`config.mk`:
```
export PLATFORM = sky130hd
export DESIGN_NAME = inst_fetch_unit
export DESIGN_NICKNAME = d
export VERILOG_FILES = /design/src/rtl/inst_fetch_unit.sv
export SDC_FILE = /design/constraint.sdc
export NUM_CORES = 1
export LEC_CHECK = 0
export ABC_AREA = 1
export CORE_MARGIN = 2
export CORE_UTILIZATION = 35
export CTS_CLUSTER_DIAMETER = 100
export DETAILED_ROUTE_END_ITERATION = 12
export PLACE_DENSITY_LB_ADDON = 0.08
export SLEW_MARGIN = 5
export SYNTH_ARGS = -nofsm -noshare
export SYNTH_HDL_FRONTEND = slang
export SYNTH_SLANG_ARGS = --single-unit
```
`constraint.sdc`:
```
create_clock -name clk -period 4.01 [get_ports clk]
set_input_delay 0.802 -clock clk [delete_from_list [all_inputs] [get_ports clk]]
set_output_delay 0.802 -clock clk [all_outputs]
set_load 0.01 [all_outputs]
```
`src/rtl/inst_fetch_unit.sv`:
```
// Fetch-side producer for the IF->ID fetch buffer: issues icache reads, pairs
// returned words with their PCs in an in-order slot queue, and pushes entries
// downstream. Redirects squash queued work and discard stale in-flight responses.
module inst_fetch_unit #(
   parameter logic [31:0] RESET_PC   = 32'h1c000000,
   parameter int unsigned QDEPTH     = 4,
   parameter logic [3:0]  ADEF_CODE  = 4'h8,
   parameter logic [3:0]  IFERR_CODE = 4'h9
) (
   input  logic        clk,
   input  logic        reset,
   input  logic        flush,
   input  logic [31:0] flush_pc,
   input  logic        excp_flush,
   input  logic [31:0] excp_entry,
   input  logic        ertn_flush,
   input  logic [31:0] era,
   output logic        inst_req_valid,
   input  logic        inst_req_ready,
   output logic [31:0] inst_req_addr,
   input  logic        inst_resp_valid,
   input  logic [31:0] inst_resp_data,
   input  logic        inst_resp_err,
   output logic [63:0] bus_o,
   output logic        excp_o,
   output logic [3:0]  excp_num_o,
   output logic        right_valid,
   input  logic        right_ready
);

   localparam int unsigned AW = $clog2(QDEPTH);
   localparam int unsigned PW = AW + 1;

   typedef struct packed {
      logic [31:0] pc;
      logic [31:0] inst;
      logic        excp;
      logic [3:0]  num;
      logic        filled;
   } slot_t;

   slot_t         slot_q [QDEPTH];
   slot_t         slot_d [QDEPTH];
   logic [31:0]   pc_q, pc_d;
   logic [PW-1:0] alloc_q, alloc_d;
   logic [PW-1:0] fill_q, fill_d;
   logic [PW-1:0] read_q, read_d;
   logic [PW-1:0] inflight_q, inflight_d;
   logic [PW-1:0] discard_q, discard_d;
   logic          halted_q, halted_d;

   logic          redirect;
   logic [31:0]   target;
   logic [PW-1:0] occ;
   logic          room;
   logic          aligned;
   logic          req_fire;
   logic          adef;
   logic          resp_dec;
   logic          push;
   logic [AW-1:0] ai, fi, ri;

   assign ai = alloc_q[AW-1:0];
   assign fi = fill_q[AW-1:0];
   assign ri = read_q[AW-1:0];

   // Issue/push qualification; outputs stay low while reset is held
   always_comb begin
      redirect       = flush | excp_flush | ertn_flush;
      target         = excp_flush ? excp_entry : (ertn_flush ? era : flush_pc);
      occ            = alloc_q - read_q;
      room           = occ < PW'(QDEPTH);
      aligned        = pc_q[1:0] == 2'b00;
      inst_req_valid = reset & ~redirect & ~halted_q & room
                       & (inflight_q < PW'(QDEPTH)) & aligned;
      inst_req_addr  = pc_q;
      req_fire       = inst_req_valid & inst_req_ready;
      adef           = reset & ~redirect & ~halted_q & room & ~aligned;
      resp_dec       = inst_resp_valid & (inflight_q != '0);
      right_valid    = reset & slot_q[ri].filled & ~redirect;
      push           = right_valid & right_ready;
      bus_o          = {slot_q[ri].pc, slot_q[ri].inst};
      excp_o         = slot_q[ri].excp;
      excp_num_o     = slot_q[ri].excp ? slot_q[ri].num : 4'h0;
   end

   // Next-state: redirect squashes everything, otherwise issue/fill/push all apply
   always_comb begin
      pc_d       = pc_q;
      alloc_d    = alloc_q;
      fill_d     = fill_q;
      read_d     = read_q;
      discard_d  = discard_q;
      halted_d   = halted_q;
      inflight_d = inflight_q + PW'(req_fire) - PW'(resp_dec);
      for (int i = 0; i < QDEPTH; i++) slot_d[i] = slot_q[i];

      if (redirect) begin
         pc_d      = target;
         alloc_d   = '0;
         fill_d    = '0;
         read_d    = '0;
         halted_d  = 1'b0;
         discard_d = inflight_q - PW'(resp_dec);
         for (int i = 0; i < QDEPTH; i++) slot_d[i] = '0;
      end else begin
         if (req_fire) begin
            slot_d[ai]        = '0;
            slot_d[ai].pc     = pc_q;
            alloc_d           = alloc_q + PW'(1);
            pc_d              = pc_q + 32'd4;
         end
         if (adef) begin
            slot_d[ai]        = '0;
            slot_d[ai].pc     = pc_q;
            slot_d[ai].excp   = 1'b1;
            slot_d[ai].num    = ADEF_CODE;
            slot_d[ai].filled = 1'b1;
            alloc_d           = alloc_q + PW'(1);
            halted_d          = 1'b1;
         end
         if (inst_resp_valid) begin
            if (discard_q != '0) begin
               discard_d = discard_q - PW'(1);
            end else begin
               slot_d[fi].inst   = inst_resp_data;
               slot_d[fi].filled = 1'b1;
               if (inst_resp_err) begin
                  slot_d[fi].excp = 1'b1;
                  slot_d[fi].num  = IFERR_CODE;
                  halted_d        = 1'b1;
               end
               fill_d = fill_q + PW'(1);
            end
         end
         if (push) begin
            slot_d[ri].filled = 1'b0;
            read_d            = read_q + PW'(1);
         end
      end
   end

   // State register
   always_ff @(posedge clk or negedge reset) begin
      if (!reset) begin
         pc_q       <= RESET_PC;
         alloc_q    <= '0;
         fill_q     <= '0;
         read_q     <= '0;
         inflight_q <= '0;
         discard_q  <= '0;
         halted_q   <= 1'b0;
         for (int i = 0; i < QDEPTH; i++) slot_q[i] <= '0;
      end else begin
         pc_q       <= pc_d;
         alloc_q    <= alloc_d;
         fill_q     <= fill_d;
         read_q     <= read_d;
         inflight_q <= inflight_d;
         discard_q  <= discard_d;
         halted_q   <= halted_d;
         for (int i = 0; i < QDEPTH; i++) slot_q[i] <= slot_d[i];
      end
   end

endmodule
```
Yosys cells after proc, flatten, opt, wreduce, memory -nomap -nowiden:

Cells that the tools add are included.
W data, S select, Z words.

* reductions and logical operators: 13
* add/subtract/negate cells: 9
* multiplexer cells: 64
* $lt $le $gt $ge: 8
* bitwise logic cells: 22
* eq/ne operators: 1

Operator list (count)
* $bwmux W280: 10
* $mux W280: 10
* $demux W70 S2: 10
* $and A280 B280 Y280: 2
* $mux W70: 4
* $not A280 Y280: 1
* $bmux W70 S2: 1
* $mux W32: 4
* $mux W38: 1
* $mux W3: 11
* $add A32 B3 Y32 const B: 1
* $mux W6: 2
* $and A1 B1 Y1: 11
* $mux W5: 2
* $add A3 B1 Y3 const B: 3
* $ge A3 B3 Y1 const B: 3
* $lt A3 B1 Y1 const B: 3
* $not A2 Y3: 3
* $reduce_bool A3 Y1: 3
* $mux W1: 8
* $reduce_bool A2 Y1: 4
* $lt A3 B3 Y1 const B: 2
* $sub A3 B1 Y3: 2
* $mux W4: 1
* other kinds (9): 15

* register bits: 328
* logic and storage cells: 144
* output and inout port bits: 103
* input port bits: 137

Longest topological paths before layout:

Gate-level depths: netlist of run 1.

* depth after elaboration: 29
* depth in mapped cells: 17
* depth with buffers taken out: 13

Worst setup path after synthesis of run 1:

OpenSTA, ideal clock, no wires.

* path type: register -> register
* start point: reg read_q[1]
* end point: reg inflight_q[2]
* arrival time: 3.038 ns
* setup time: 0.129 ns
* stages on the path, launching flop included: 16
* slack: 0.843 ns
* path buffers: 3
* data required time: 3.881 ns
* cell sequence: dfrtp_1 inv_1 clkbuf_1 clkbuf_1 ha_1 nand2_1 nand3_1 nand2_1 nand4_2 buf_4 ha_1 inv_1 ha_1 fa_1 xnor2_1 xor2_1

* cells in the longest elaborated chain, start to end: 8

Ends and longest elaborated chain
* start, declared: line 47 `logic [PW-1:0] read_q, read_d;`
* start signal, assigned: line 158 `read_q <= read_d;`
* $sub A3 B3 Y3: line 71 `occ = alloc_q - read_q;`
* $lt A3 B3 Y1: line 72 `room = occ < PW'(QDEPTH);`
* $and A1 B1 Y1: line 74 `inst_req_valid = reset & ~redirect & ~halted_q & room`
* $and A1 B1 Y1 (2 in series): line 75 `& (inflight_q < PW'(QDEPTH)) & aligned;`
* $and A1 B1 Y1: line 77 `req_fire = inst_req_valid & inst_req_ready;`
* $add A3 B1 Y3: line 95 `inflight_d = inflight_q + PW'(req_fire) - PW'(resp_dec);`
* $sub A3 B1 Y3: line 95
* net inflight_d[2]: line 48 `logic [PW-1:0] inflight_q, inflight_d;`
* end signal, assigned: line 159 `inflight_q <= inflight_d;`
* end, declared: line 48

The timed path passes the listed nets, and every way through them passes these cells.
A chain may end at the register's enable or synchronous reset.

Worst setup path in the final report of run 1:

* start point: reg read_q[0]
* end point: out inst_req_valid

* cells in the longest elaborated chain, start to end: 5

Ends and longest elaborated chain
* $sub A3 B3 Y3: line 71
* $lt A3 B3 Y1: line 72
* $and A1 B1 Y1: line 74
* $and A1 B1 Y1 (2 in series): line 75
* end, declared: line 18 `output logic inst_req_valid,`

No other way between the ends.

==> out/metrics.sh, run 1 <==
CP_NUM_BUF_INV=3
SYNTH_FP_NETS=2507
FIRST_PASS_GRT_WIRE_LENGTH_UM=96900
TIMING.FINAL.CRIT_SHARE=0.934
VIAS=16800
OUTCOME='complete, no violations'
GRT-OVFL-TOTAL=0
ROUTEDWLPERCELL_UM=19.6
NUM_IO_PINS=240
GRT.TOTAL_USAGE=0.245
WORST_PATH_TOP_CELL_FAMILY_BY_DELAY='buffers and inverters'
YOSYS_REGISTER_BITS=327
NETLIST_AREA_UM2=17300
PIN_COUNT_OF_THE_BIGGEST_NET_ENTERING_GLOBAL_ROUTING=147
FINAL_HOLD_VIOL_COUNT=0
DRT-VIAS-PER-INSTANCE=5.23
DRT_ITER0_DRC=1517
CRIT_PATH_START_KIND='register'
RR_STARTPOINT='read_q[0]'
TOTAL_WIRE_LENGTH_UM=62700
YOSYSWARNINGS=0
CTS_ROOT_BUFFER='sky130_fd_sc_hd__clkbuf_16'
CLOCKBUFFERDEPTH=3
SYNTH_FA_HA_AREA_FRAC=0.0156
FINALWORSTPATHREQUIREDPERIOD_NS=3.75
TIMING.FINAL.MAX_SLEW_VIOLATIONS=0
CRIT_START='read_q[0]'
SYNTHSIMPLEGATEAREAFRAC=0.276
P_TOTAL_mW=8.31
FIRST_GLOBAL_VIAS=16200
POST_ROUTE_CELLS_DRIVE_ABOVE_1_SHARE=0.0540
CP_SLOWEST_CELL='sky130_fd_sc_hd__clkdlybuf4s50_1'
ANTENNA_FOUND_INITIAL=1
CORE_UM2=48800
CP_CELL_SEQUENCE='buf_16 > nand2_1 > nand2_1 > nand3_1 > nand2_1 > nand2_1 > nor3_1 > buf_4 > clkdlybuf4s50_1'
POSTSYNTH.ASYNCRESETSHARE=1.00
TNS_NS=0
GP_ROUTABILITY_CONGESTION=0.832
FINALNETCOUNT=2665
SYNTH_TOP_FAMILY_BY_AREA='simple AND/OR/NAND/NOR gates'
NUMPORTBUFFERS=239
FLOORPLAN.DIE_AREA_UM2=51200
CRITICAL_PATH.MAX_FANOUT=146
POWER_LEAKAGE_nW=9.01
CP_SLOWEST_STAGE_DELAY_NS=0.54
SLEW-LIMIT-HEADROOM=0.241
POWERDENSITY_nW_PER_UM2=385
POST_SYNTHESIS_MUX_AREA_SHARE=0
SYN_INST=2349
SYNTH_EDF_COUNT=0
NUMBER_OF_SINKS_HANDLED_BY_CLOCK_TREE_SYNTHESIS=327
PEAKVDDDROP_mV=0.235
SYNTH_FF_TYPE='sky130_fd_sc_hd__dfrtp_1'
HP-CLASS='primary input to asynchronous set/reset pin'
FLOORPLAN.INITIALDENSITY=0.354
FIN_SKEW_NS=0.0263
POST-ROUTE-DRC-COUNT=0
YOSYSUNIQUECELLTYPES=35
WORST_SLEW_PIN_SLEW_NS=1.14
CLKSLEWWORSTSETUPHOLDPATHS_NS=0.06
LAYOUT-AREA-OVERHEAD-VS-SYNTH_PCT=25.1
PLACE_HPWL_UM=39100
NUMCTSBUFFERS=40
SYNTH_AREA_PER_CELL_UM2=7.35
SYNTHXORXNORAREAFRAC=0.00355
CLOCK.FMAX_MHz=267
FILL_CELLS=5061
DATA_ARRIVAL_TIME_OF_THE_WORST_PATH_NS=2.94
CLKLATENCYLATEPIN_NS=0.57
CP.REQUIRED_NS=3.21
DRT_PRE_ANTENNA_ITERS=6
RSZ0062_AT_GRT='no'
HTREE_LEVELS=2
ROWS=81
FRACTION_OF_THE_MAPPED_NETLIST_AREA_IN_COMPOUND_GATES=0.167
CRITICAL-PATH-TOP-CELL-BY-COUNT='sky130_fd_sc_hd__nand2_1'
TIMING_WORST_SETUP_PATH_TYPE='register to output pin'
FINAL-SETUP-VIOL-COUNT=0
TRITONCTS='built'
ANT_NETS=0
MAX-CAP-VIOLATIONS=0
LAYOUT.CORE_UTILIZATION=0.442
DIE_H_UM=226
DIEWIDTH_UM=226
WORSTSETUPENDPOINTTYPE='output pin'
SYNTH.YOSYS.SEQ_AREA_SHARE=0.474
cells in the final DEF (no fill, tap or decap), types with 4 or more instances in the layout:
cell	Yosys	final
sky130_fd_sc_hd__clkbuf_8	0	14
sky130_fd_sc_hd__nand2_2	5	7
sky130_fd_sc_hd__inv_2	3	4
sky130_fd_sc_hd__o211ai_1	25	25
sky130_fd_sc_hd__nor2_1	455	452
sky130_fd_sc_hd__nand4_1	13	13
sky130_fd_sc_hd__a21oi_1	170	170
sky130_fd_sc_hd__ha_1	20	20
sky130_fd_sc_hd__nor2_2	1	4
sky130_fd_sc_hd__buf_4	5	30
sky130_fd_sc_hd__nor2_4	6	6
sky130_fd_sc_hd__xor2_1	5	5
sky130_fd_sc_hd__clkbuf_16	0	41
sky130_fd_sc_hd__buf_12	0	8
sky130_fd_sc_hd__a31oi_1	17	17
sky130_fd_sc_hd__o22ai_1	72	72
sky130_fd_sc_hd__nand2_1	556	554
sky130_fd_sc_hd__clkdlybuf4s50_1	0	238
sky130_fd_sc_hd__nand3_1	124	124
sky130_fd_sc_hd__nor3_1	15	15
sky130_fd_sc_hd__inv_1	104	102
sky130_fd_sc_hd__o21ai_1	6	6
sky130_fd_sc_hd__clkbuf_1	103	9
sky130_fd_sc_hd__dfrtp_1	324	322
sky130_fd_sc_hd__o21ai_0	248	248
what timing repair did:
action                                  in CTS  in global routing
endpoints found under the setup margin       0                  2
hold buffers                                 0                  0
buffers inserted                             0                  0
gates resized for setup                      0                  2
worst paths after layout:
check / end / slack (ns) / cells past startpoint
setup / recovery: inst_req_valid / 0.26 / 9
hold / removal: halted_q / 0.34 / 2
setup reg to reg: slot_q[175] / 0.81 / 11
hold reg to reg: inflight_q[2] / 0.47 / 1
max in group asynchronous: read_q[0] / 2.17 / 3
min in group clk: inflight_q[2] / 0.47 / 1
synth_stat cells (2+ instances only):
cell                         n  area share
sky130_fd_sc_hd__xor2_1      5      0.0025
sky130_fd_sc_hd__nand2_4     2      0.0013
sky130_fd_sc_hd__buf_6       4      0.0026
sky130_fd_sc_hd__nand3_1   124       0.036
sky130_fd_sc_hd__buf_4       5      0.0022
sky130_fd_sc_hd__buf_1      13      0.0028
sky130_fd_sc_hd__a31oi_1    17      0.0062
sky130_fd_sc_hd__ha_1       20       0.014
sky130_fd_sc_hd__inv_2       3     0.00065
sky130_fd_sc_hd__inv_1     104       0.023
sky130_fd_sc_hd__o21ai_0   248       0.072
sky130_fd_sc_hd__dfrtp_1   324        0.47
sky130_fd_sc_hd__nand2_2     5      0.0018
sky130_fd_sc_hd__clkbuf_1  103       0.022
sky130_fd_sc_hd__dfstp_2     3      0.0046
sky130_fd_sc_hd__nor2_1    455       0.099
sky130_fd_sc_hd__nand4_2     2      0.0014
sky130_fd_sc_hd__o21ai_1     6      0.0017
sky130_fd_sc_hd__o22ai_1    72       0.026
sky130_fd_sc_hd__nand4_1    13      0.0047
sky130_fd_sc_hd__o211ai_1   25       0.011
sky130_fd_sc_hd__xnor2_1     2      0.0010
sky130_fd_sc_hd__buf_2      38       0.011
sky130_fd_sc_hd__nor3_1     15      0.0043
sky130_fd_sc_hd__nor2_4      6      0.0039
sky130_fd_sc_hd__nand2_1   556        0.12
sky130_fd_sc_hd__a21oi_1   170       0.049
sky130_fd_sc_hd__nor3b_1     2     0.00087
power breakdown:
part / internal, mW / switching [mW]
Clock: 2.26 / 1.48
Sequential: 3.39 / 0.156
Combinational: 0.396 / 0.627
routing by layer:
metal  wire (µm)  share of wire  global-route usage
met3        4110          0.066              0.0477
met4        1330          0.021              0.0601
met1       29700           0.47               0.357
met2       27600           0.44               0.374
met5           0              0                   0
state kept, by name, indices dropped and copies added, names as in the netlist:
name / count
alloc_q: 3
discard_q: 3
fill_q: 2
halted_q: 1
inflight_q: 3
inst_req_addr: 32
read_q: 3
slot_q: 280
stage by stage:
stage | hold slack [ns] | setup WS [ns] | area (µm²) | std cells
2_1_floorplan | 0.442 | 0.843 | 17300 | 2349
3_3_place_gp | 0.453 | 0.548 | 20200 | 3129
3_5_place_dp | 0.458 | 0.554 | 20200 | 3129
4_1_cts | 0.389 | 0.122 | 21600 | 3201
5_1_grt | 0.390 | 0.0253 | 21600 | 3202
6_report | 0.339 | 0.264 | 21600 | 3202
cell families (layout without fill, tap and decap cells):
logic type	count (synthesis)	count (layout)
buffers and inverters	271	459
DFF	327	327
AOI/OAI and AO/OA	540	540
other	0	1
adders and majority gates	21	21
and+or+nand+nor	1183	1183
xor gates and xnor gates	7	7
worst register-to-register path, cell delays in order (launching register included):
cell	delay, ns
sky130_fd_sc_hd__dfrtp_4	0.45
sky130_fd_sc_hd__buf_16	0.49
sky130_fd_sc_hd__nand2_1	0.13
sky130_fd_sc_hd__nand2_1	0.12
sky130_fd_sc_hd__nand2_1	0.08
sky130_fd_sc_hd__nand2_1	0.06
sky130_fd_sc_hd__nand2_1	0.15
sky130_fd_sc_hd__nand4_1	0.25
sky130_fd_sc_hd__nand2_1	0.16
sky130_fd_sc_hd__nor2_4	0.90
sky130_fd_sc_hd__nand2_1	0.14
sky130_fd_sc_hd__a21oi_1	0.18
layout make-up:
type / count / area, µm² / area share
sequential: 327 / 8190 / 0.379
multi-input combinational: 1751 / 8000 / 0.370
timing repair buffer: 279 / 2820 / 0.131
clock buffer: 64 / 1250 / 0.0580
tap: 664 / 831 / 0.0385
inverter: 108 / 410 / 0.0190
clock inverter: 8 / 101 / 0.00469
antenna: 1 / 2.50 / 0.000116
Power figures use the tool's default switching activity.
==> inputs of run 2 (changes only) <==
CORE_ASPECT_RATIO = 0.8   (was not set)
==> run 2 against run 1 <==
Effect of this change:
- combinational power hardly changed
- first-iteration DRC count is 8.3% lower
- routed wire length is 1.4% higher
- fmax shrank 2.7%
- hold slack better by 0.015 ns
- via count is 0.64% lower
- critical path depth decreased by 2
- critical endpoint is now excp_num_o[2]
- highest routed layer unchanged
==> out/metrics.sh, run 2 (synthesis results as in run 1) <==
OUTCOME='complete, no violations'
PEAKVDDDROP_mV=0.239
P_TOTAL_mW=8.14
CP_SLOWEST_STAGE_DELAY_NS=0.69
DIE_H_UM=203
CTS_ROOT_BUFFER='sky130_fd_sc_hd__clkbuf_16'
HP-CLASS='primary input to asynchronous set/reset pin'
DRT_PRE_ANTENNA_ITERS=7
CP_SLOWEST_CELL='sky130_fd_sc_hd__dfrtp_4'
REGMOSTFLOPS='slot_q'
FINALNETCOUNT=2665
CLKSLEWWORSTSETUPHOLDPATHS_NS=0.06
TOTAL_WIRE_LENGTH_UM=63600
FINALWORSTPATHREQUIREDPERIOD_NS=3.85
POWER_LEAKAGE_nW=8.97
TIMING.FINAL.MAX_SLEW_VIOLATIONS=0
DRT-MET1-WL_UM=30800
DRT-VIAS-PER-INSTANCE=5.26
NUMCTSBUFFERS=38
DATA_ARRIVAL_TIME_OF_THE_WORST_PATH_NS=3.05
GRT.TOTAL_USAGE=0.247
FIRST_GLOBAL_VIAS=16100
GRT-OVFL-TOTAL=0
CLOCK.FMAX_MHz=260
CP.REQUIRED_NS=3.21
FLOORPLAN.INITIALDENSITY=0.356
VIAS=16700
PLACE_HPWL_UM=40300
CP_CELL_SEQUENCE='inv_4 > buf_12 > o21ai_0 > o22ai_1 > nand2_1 > inv_1 > clkdlybuf4s50_1'
NUMBER_OF_SINKS_HANDLED_BY_CLOCK_TREE_SYNTHESIS=327
FINAL_HOLD_VIOL_COUNT=0
CLKLATENCYLATEPIN_NS=0.56
LAYOUT.CORE_UTILIZATION=0.443
LAYOUT-AREA-OVERHEAD-VS-SYNTH_PCT=24.4
FINAL_COMMON_CELL='sky130_fd_sc_hd__nand2_1'
LARGEST_REGISTER_FF_COUNT=280
FIRST_PASS_GRT_WIRE_LENGTH_UM=97700
SETUP_SLACK_NS=0.159
WORSTSETUPENDPOINTTYPE='output pin'
DRT_ITER0_DRC=1391
NUM_IO_PINS=240
POWERDENSITY_nW_PER_UM2=379
ANT_NETS=0
WORST_SLEW_PIN_SLEW_NS=1.21
FINAL-SETUP-VIOL-COUNT=0
FIN_SKEW_NS=0.0224
CTS-HOLD-FIX-BUFFERS=0
POST_ROUTE_CELLS_DRIVE_ABOVE_1_SHARE=0.0544
CLOCKBUFFERDEPTH=3
ROUTEDWLPERCELL_UM=20.1
WL_MET3_UM=5290
RSZ0062_AT_GRT='no'
WORST_PATH_TOP_CELL_FAMILY_BY_DELAY='buffers and inverters'
FLOORPLAN.DIE_AREA_UM2=51200
CRIT_PATH_START_KIND='register'
ANTENNA_FOUND_INITIAL=1
MAX-CAP-VIOLATIONS=0
NUMPORTBUFFERS=239
ROWS=72
TRITONCTS='built'
CP_NUM_BUF_INV=4
CORE_UM2=48600
POST-ROUTE-DRC-COUNT=0
MET2_WIRELENGTH_UM=26400
TIMING_WORST_SETUP_PATH_TYPE='register to output pin'
TIMING.FINAL.CRIT_SHARE=0.960
SLEW-LIMIT-HEADROOM=0.191
FINAL_CELL_MIX='sky130_fd_sc_hd__nand2_1, sky130_fd_sc_hd__nor2_1, sky130_fd_sc_hd__dfrtp_1, sky130_fd_sc_hd__o21ai_0, sky130_fd_sc_hd__clkdlybuf4s50_1'
FILL_CELLS=4904
ROUTE.TOP_LAYER_USED='met4'
PIN_COUNT_OF_THE_BIGGEST_NET_ENTERING_GLOBAL_ROUTING=163
TNS_NS=0
GP_ROUTABILITY_CONGESTION=0.933
PLACEMENT.SETUP.WORST_SLACK_NS=0.419
HTREE_LEVELS=2
CRITICAL_PATH.MAX_FANOUT=67
DIEWIDTH_UM=252
-- run 2: changes by cell type in the layout (fill, tap and decap cells not counted), moves of 2 or more --
| cell | previous run | this run |
|---|---|---|
| sky130_fd_sc_hd__clkbuf_8 | 14 | 8 |
| sky130_fd_sc_hd__clkinv_2 | 3 | 8 |
| sky130_fd_sc_hd__clkbuf_16 | 41 | 38 |
| sky130_fd_sc_hd__buf_12 | 8 | 10 |
| sky130_fd_sc_hd__clkbuf_1 | 9 | 7 |
| sky130_fd_sc_hd__clkinvlp_4 | 0 | 2 |
-- run 2: repair_timing --
action                                  4_1_cts  5_1_grt
endpoints found under the setup margin        4        1
resized for setup                             0        1
setup buffers                                 1        0
cloned                                        0        0
-- run 2: worst paths after layout --
path	startpoint	to	slack [ns]	cells after the start
worst max-delay path	read_q[0]	excp_num_o[2]	0.16	7
worst min-delay path	reset	inst_req_addr[13]	0.35	2
worst max register to register	read_q[0]	slot_q[167]	0.97	10
worst min register to register	inflight_q[1]	inflight_q[2]	0.49	1
max in group asynchronous	reset	slot_q[276]	2.06	3
min in group clk	inflight_q[1]	inflight_q[2]	0.49	1
-- run 2: per-stage QoR --
stage,hold slack (ns),instances,area [µm²]
detailed placement,0.456,3095,20200
global placement,0.470,3095,20200
floorplan,0.442,2349,17300
global route,0.382,3166,21500
CTS,0.353,3165,21500
finish,0.355,3166,21500
-- run 2: worst register-to-register path, stage by stage (launching register included) --
cell and delay (ns):
sky130_fd_sc_hd__dfrtp_4 0.75, sky130_fd_sc_hd__nand2_1 0.11, sky130_fd_sc_hd__nand2_1 0.12, sky130_fd_sc_hd__nand2_1 0.08, sky130_fd_sc_hd__nand2_1 0.06, sky130_fd_sc_hd__nand2_1 0.14
sky130_fd_sc_hd__nand4_1 0.28, sky130_fd_sc_hd__nand2_1 0.19, sky130_fd_sc_hd__nor2_4 0.91, sky130_fd_sc_hd__nand2_1 0.13, sky130_fd_sc_hd__a21oi_1 0.19
-- run 2: layer usage --
metal,GRT usage,vias up
li1,-,8011
met1,0.380,7953
met2,0.352,630
met3,0.0523,61
met4,0.0566,0
met5,0,-
-- run 2: final cells by class --
class | instances | area [µm²] | share of cell area
tap | 629 | 787 | 0.0366
antenna | 1 | 2.50 | 0.000116
inverter | 108 | 410 | 0.0191
clock inverter | 16 | 179 | 0.00832
sequential | 327 | 8190 | 0.381
multi-input combinational | 1751 | 8000 | 0.372
clock buffer | 53 | 1090 | 0.0506
timing repair buffer | 281 | 2840 | 0.132
-- run 2: power breakdown --
| group | leakage, nW | internal (mW) | total, mW | switching, mW |
|---|---|---|---|---|
| clock network | 0.624 | 2.10 | 3.55 | 1.46 |
| registers | 4.48 | 3.39 | 3.54 | 0.155 |
| logic | 3.87 | 0.399 | 1.05 | 0.650 |
| total | 8.97 | 5.88 | 8.14 | 2.26 |
